## src/rtl/eda_output_mask_buf.sv

```systemverilog
// Ping-pong regional-maxima mask buffer: one bank is written while the other
// streams out row by row over valid/ready, with a per-frame set-pixel count.
module eda_output_mask_buf #(
  parameter int M         = 4,
  parameter int N         = 4,
  parameter int I_WIDTH   = 2,
  parameter int CNT_WIDTH = $clog2(M*N+1)
) (
  input  logic                 clk,
  input  logic                 reset_n,
  input  logic                 clear,
  input  logic                 new_pixel,
  input  logic                 update_strb,
  input  logic                 compare_out,
  input  logic [M*N-1:0]       strb_value,
  input  logic                 frame_done,
  output logic                 wr_ready,
  output logic                 rd_valid,
  input  logic                 rd_ready,
  output logic [I_WIDTH-1:0]   rd_row,
  output logic [N-1:0]         rd_data,
  output logic                 rd_last,
  output logic [CNT_WIDTH-1:0] frame_count,
  output logic                 count_valid,
  output logic                 overflow_err
);

  typedef enum logic [1:0] {B_FREE, B_FILLING, B_FULL, B_READING} bank_st_t;
  typedef enum logic {RD_IDLE, RD_STREAM} rd_st_t;

  bank_st_t             st [2];
  logic [M*N-1:0]       bank [2];
  logic [M*N-1:0]       wr_next;
  logic                 wr_sel;
  logic                 rd_sel;
  logic                 flag;
  logic [CNT_WIDTH-1:0] acc;
  rd_st_t               rd_state, rd_state_nxt;

  logic                 hs;
  logic                 last_hs;
  logic                 commit;
  logic                 other_free;
  logic                 full0;
  logic                 full1;
  logic [CNT_WIDTH-1:0] row_pop;

  function automatic logic [CNT_WIDTH-1:0] popcount(input logic [N-1:0] v);
    logic [CNT_WIDTH-1:0] c;
    c = '0;
    for (int b = 0; b < N; b++) begin
      c = c + CNT_WIDTH'(v[b]);
    end
    return c;
  endfunction

  assign rd_valid = (rd_state == RD_STREAM);
  assign rd_data  = bank[rd_sel][int'(rd_row)*N +: N];
  assign rd_last  = rd_valid && (rd_row == I_WIDTH'(M-1));
  assign hs       = rd_valid && rd_ready;
  assign last_hs  = hs && (rd_row == I_WIDTH'(M-1));
  assign commit   = frame_done && wr_ready && !clear;
  assign full0    = (st[0] == B_FULL);
  assign full1    = (st[1] == B_FULL);
  assign row_pop  = popcount(rd_data);
  // The other bank counts as free if the reader releases it on this very edge.
  assign other_free = (st[!wr_sel] == B_FREE) || (last_hs && (rd_sel != wr_sel));

  always_comb begin
    wr_next = bank[wr_sel];
    for (int k = 0; k < M*N; k++) begin
      if (clear)
        wr_next[k] = 1'b1;
      else if (update_strb && strb_value[k])
        wr_next[k] = compare_out & flag;
      else if (strb_value[k])
        wr_next[k] = flag;
    end
  end

  always_comb begin
    rd_state_nxt = rd_state;
    case (rd_state)
      RD_IDLE:   if (full0 || full1) rd_state_nxt = RD_STREAM;
      RD_STREAM: if (last_hs) rd_state_nxt = RD_IDLE;
      default:   rd_state_nxt = RD_IDLE;
    endcase
  end

  always_ff @(posedge clk) begin
    if (!reset_n) rd_state <= RD_IDLE;
    else          rd_state <= rd_state_nxt;
  end

  always_ff @(posedge clk) begin
    if (!reset_n) begin
      bank[0]      <= '1;
      bank[1]      <= '1;
      st[0]        <= B_FREE;
      st[1]        <= B_FREE;
      wr_sel       <= 1'b0;
      rd_sel       <= 1'b0;
      wr_ready     <= 1'b1;
      flag         <= 1'b1;
      rd_row       <= '0;
      acc          <= '0;
      frame_count  <= '0;
      count_valid  <= 1'b0;
      overflow_err <= 1'b0;
    end else begin
      count_valid <= 1'b0;

      // ---- read side: claim a FULL bank, stream rows, release on last row
      if (rd_state == RD_IDLE) begin
        if (full0) begin
          rd_sel <= 1'b0;
          st[0]  <= B_READING;
          rd_row <= '0;
        end else if (full1) begin
          rd_sel <= 1'b1;
          st[1]  <= B_READING;
          rd_row <= '0;
        end
      end
      if (hs) begin
        if (last_hs) begin
          rd_row       <= '0;
          acc          <= '0;
          frame_count  <= acc + row_pop;
          count_valid  <= 1'b1;
          bank[rd_sel] <= '1;
          if (!wr_ready) begin
            st[rd_sel] <= B_FILLING;
            wr_sel     <= rd_sel;
            wr_ready   <= 1'b1;
          end else begin
            st[rd_sel] <= B_FREE;
          end
        end else begin
          rd_row <= rd_row + 1'b1;
          acc    <= acc + row_pop;
        end
      end

      // ---- write side: cell updates, region flag, commit and overflow
      if (clear || update_strb)
        flag <= 1'b1;
      else if (new_pixel && !compare_out)
        flag <= 1'b0;

      if (wr_ready)
        bank[wr_sel] <= wr_next;

      if (commit) begin
        st[wr_sel] <= B_FULL;
        flag       <= 1'b1;
        if (other_free) begin
          wr_sel      <= !wr_sel;
          st[!wr_sel] <= B_FILLING;
        end else begin
          wr_ready <= 1'b0;
        end
      end

      if (clear)
        overflow_err <= 1'b0;
      else if (frame_done && !wr_ready)
        overflow_err <= 1'b1;
    end
  end

endmodule

```

## config.mk

```make
export PLATFORM = sky130hd
export DESIGN_NAME = eda_output_mask_buf
export DESIGN_NICKNAME = d
export VERILOG_FILES = /design/src/rtl/eda_output_mask_buf.sv
export SDC_FILE = /design/constraint.sdc
export NUM_CORES = 1
export LEC_CHECK = 0
export BUFFER_PORTS_ARGS = -buffer_cell sky130_fd_sc_hd__buf_2
export CELL_PAD_IN_SITES_DETAIL_PLACEMENT = 0
export CELL_PAD_IN_SITES_GLOBAL_PLACEMENT = 1
export CORE_ASPECT_RATIO = 1.1
export CORE_UTILIZATION = 44
export CTS_CLUSTER_DIAMETER = 120
export DETAILED_ROUTE_END_ITERATION = 7
export GPL_TIMING_DRIVEN = 0
export PLACE_DENSITY = 0.75
export SYNTH_ARGS = -nofsm -noshare
export SYNTH_HDL_FRONTEND = slang
export SYNTH_SLANG_ARGS = --single-unit
```

## constraint.sdc

```tcl
create_clock -name clk -period 3.75 [get_ports clk]
set_input_delay 0.375 -clock clk [delete_from_list [all_inputs] [get_ports clk]]
set_output_delay 0.375 -clock clk [all_outputs]
set_load 0.02 [all_outputs]
```

==> impl_results.md <==
* Number of routed nets with antenna violations at 0
* Vias at 2204
* H-tree Lvls at 2
* CP Launch Point: rd_row[0]
* Warnings from Yosys at 0
* Mapped Nets at 313
* Ports at 40
* Distinct cells, synth at 49
* Tot GR Track Use at 0.213
* WL/cell at 16.4 µm
* Max_cap viols at 0
* FFs w/ async S/R, synth at 0
* Max Slew Vio Count at 0
* Setup Buffers After CTS at 0
* Worst endpoint required time at 3.94 ns
* Status: complete, no violations
* Die width at 79.2 µm
* Kind of critical path: reg -> reg
* Post-layout minimum cycle time at 3.52 ns
* RSZ-0062 raised after global routing: false
* CP Cell Sequence: clkbuf_1 -> mux4_2 -> mux2_2 -> fa_1 -> fa_1 -> inv_1 -> fa_1 -> nand3b_1 -> xnor2_1 -> a22oi_1 -> nor2_1
* Vias/cell at 5.38
* Die Y at 87.0 µm
* Initial Utilization at 0.461
* Post-route clock skew at 0.00887 ns
* Post_cts resized at 0
* Most used cell along the critical path: fa_1
* Pwr dens at 376 nW/µm²
* Hold Vio Cnt, Final at 0
* Hpwl dp at 4830 µm
* Fin crit share at 0.939
* Slowest cell on the critical path: fa_1
* TNS Setup at 0 ns
* Min-delay worst type: in -> reg
* Number of synthesized register bits at 56
* Total Wirelength at 6720 µm
* Area of the die at 6890 µm²
* Skew-Pair Late Insertion Delay at 0.31 ns
* CTS max path bufs at 2
* CTS tree: built
* Cell Rows at 30
* Post-synth EDFFs at 32
* Worst VDD drop at 181 µV
* Max stage delay on crit path at 0.54 ns
* DRC violations left at 0
* Routability congestion estimate at 0.766
* First-pass GRT wire length at 11000 µm
* NumNets Final at 358
* GRT overflow at 0
* Setup Viol. Count Final at 0
* Register area share after synthesis at 0.499
* Worst Setup End Kind: flop
* Port-buffer cells at 38
* Max Fclk at 0.284 GHz
* Clock Tree Root: clkbuf_8
* Syn-to-layout area delta at 13.7%
* Initial antenna violation count at 0
* Post-synthesis cell count at 284
* Main synth FF type: edfxtp_1
* Startpoint types: flop
* DRT iter0 DRCs at 119
* Final Total Pwr at 1.24 mW
* Slew headroom at 0.557
* Clock sink count at 56
* Mean Syn Cell Area at 10.2 µm²
* Clk slew on worst S/H paths at 0.10 ns
* CP Max Fanout at 10
* Least-Margin Pin Slew at 0.664 ns
* Hold-fix buffers, CTS at 0
* Number of detailed-route iterations in the first pass at 4
* Num CTS Buffers at 5
* Diode count at 0
* Vias in the first global route at 2162
* RR Startpoint: rd_row[0]
* Hold_sp: update_strb
* Crit path arrival time at 3.71 ns
* Mapped Area at 2890 µm²
* Core ar. at 6270 µm²
* Largest net degree at the start of global routing at 17
* Lkg Pwr at 1.10 nW
* Fraction of layout cells with a size suffix above 1 at 0.233
==> layer usage <==
metal	vias up	routed length [µm]	global-route usage
li1	1106	-	-
met1	1025	3080	0.291
met2	68	3230	0.355
met3	5	357	0.0398
met4	0	53	0.0446
met5	-	0	0
==> synth_stat cells, drive strengths merged (2+ instances only) <==
| cell | number | area share |
|---|---|---|
| mux4 | 8 | 0.062 |
| fa | 3 | 0.021 |
| a221oi | 3 | 0.011 |
| a211oi | 3 | 0.016 |
| nand3 | 4 | 0.0069 |
| nor3 | 8 | 0.014 |
| nand4b | 3 | 0.0091 |
| nand2 | 46 | 0.061 |
| nand2b | 3 | 0.0065 |
| buf | 13 | 0.029 |
| o21ai | 40 | 0.071 |
| ha | 2 | 0.0087 |
| clkbuf | 5 | 0.0065 |
| nor2b | 4 | 0.011 |
| a31oi | 2 | 0.0095 |
| inv | 9 | 0.012 |
| nor2 | 34 | 0.044 |
| mux2 | 4 | 0.016 |
| a21oi | 12 | 0.021 |
| nand3b | 2 | 0.0052 |
| edfxtp | 32 | 0.33 |
| mux2i | 2 | 0.0069 |
| and2 | 2 | 0.0043 |
| dfxtp | 24 | 0.17 |
==> area by class of cell <==
class / instances / area, µm²
Fill cell: 617 / 2980
Buffer: 18 / 104
Clock buffer: 5 / 68.8
Sequential cell: 56 / 1440
Timing Repair Buffer: 38 / 190
Tap cell: 80 / 100
Inverter: 9 / 33.8
Multi-Input combinational cell: 201 / 1310
Clock inverter: 3 / 37.5
==> path summary, 6_finish.rpt <==
kind	end	slack (ns)	depth (start not counted)
worst max-delay path	acc[4]	0.23	11
worst min-delay path	flag	0.27	2
worst max register to register	acc[4]	0.23	11
worst min register to register	frame_count[2]	0.46	2
==> cell families (layout without fill, tap and decap cells) <==
family	Yosys count	in the layout	share of synthesized area
multiplexers	14	14	0.0849
flip-flops	56	56	0.499
buffers and inverters	27	73	0.0477
XOR/XNOR	1	1	0.00303
AND/OR/NAND/NOR	111	111	0.175
adder cells (fa/ha/maj)	5	5	0.0295
AO/OA/AOI/OAI	70	70	0.161
==> placed cells by master (no fill, tap or decap), types with 3 or more instances in the layout <==
master    instances
buf_4             6
fa_1              3
nor2_1           34
clkbuf_1          5
nand2_1          45
nand4b_1          3
clkbuf_8          5
nor2b_1           3
buf_2            43
mux4_2            8
nand2b_1          3
mux2_2            4
nand3_1           4
nor3_1            8
a21oi_1          12
edfxtp_1         32
dfxtp_1          24
o21ai_0          39
inv_1             9
==> registers in the layout, indices dropped and copies added, names as in the netlist, named ones only <==
register and cells:
count_valid 1, st 4, acc 5, bank 32, flag 1, rd_valid 1, frame_count 5, overflow_err 1
rd_sel 1, rd_row 2, wr_sel 1, wr_ready 1
==> power by group <==
part / switching (mW) / leakage, nW / internal, mW
Combinational: 0.107 / 0.625 / 0.0643
Clock: 0.195 / 0.0532 / 0.195
Sequential: 0.0102 / 0.424 / 0.664
==> critical path: cells and delay by family, from the launching register on <==
kind	cells	cell delay, ns
adder cells (fa/ha/maj)	3	1.14
flip-flops	1	0.36
buffers and inverters	2	0.58
AO/OA/AOI/OAI	1	0.17
multiplexers	2	0.75
XOR/XNOR	1	0.15
AND/OR/NAND/NOR	2	0.26
==> per-stage QoR <==
step | hold WS, ns | setup WS (ns) | util | instances | instance area (µm²)
floorplan | 0.450 | 0.455 | - | 284 | 2890
global placement | 0.440 | 0.253 | 0.507 | 402 | 3180
detailed placement | 0.448 | 0.242 | 0.507 | 402 | 3180
CTS | 0.263 | 0.228 | 0.524 | 410 | 3280
global route | 0.268 | 0.00259 | 0.524 | 410 | 3280
finish | 0.270 | 0.228 | 0.524 | 410 | 3280
(Power assumes the default switching activity.)
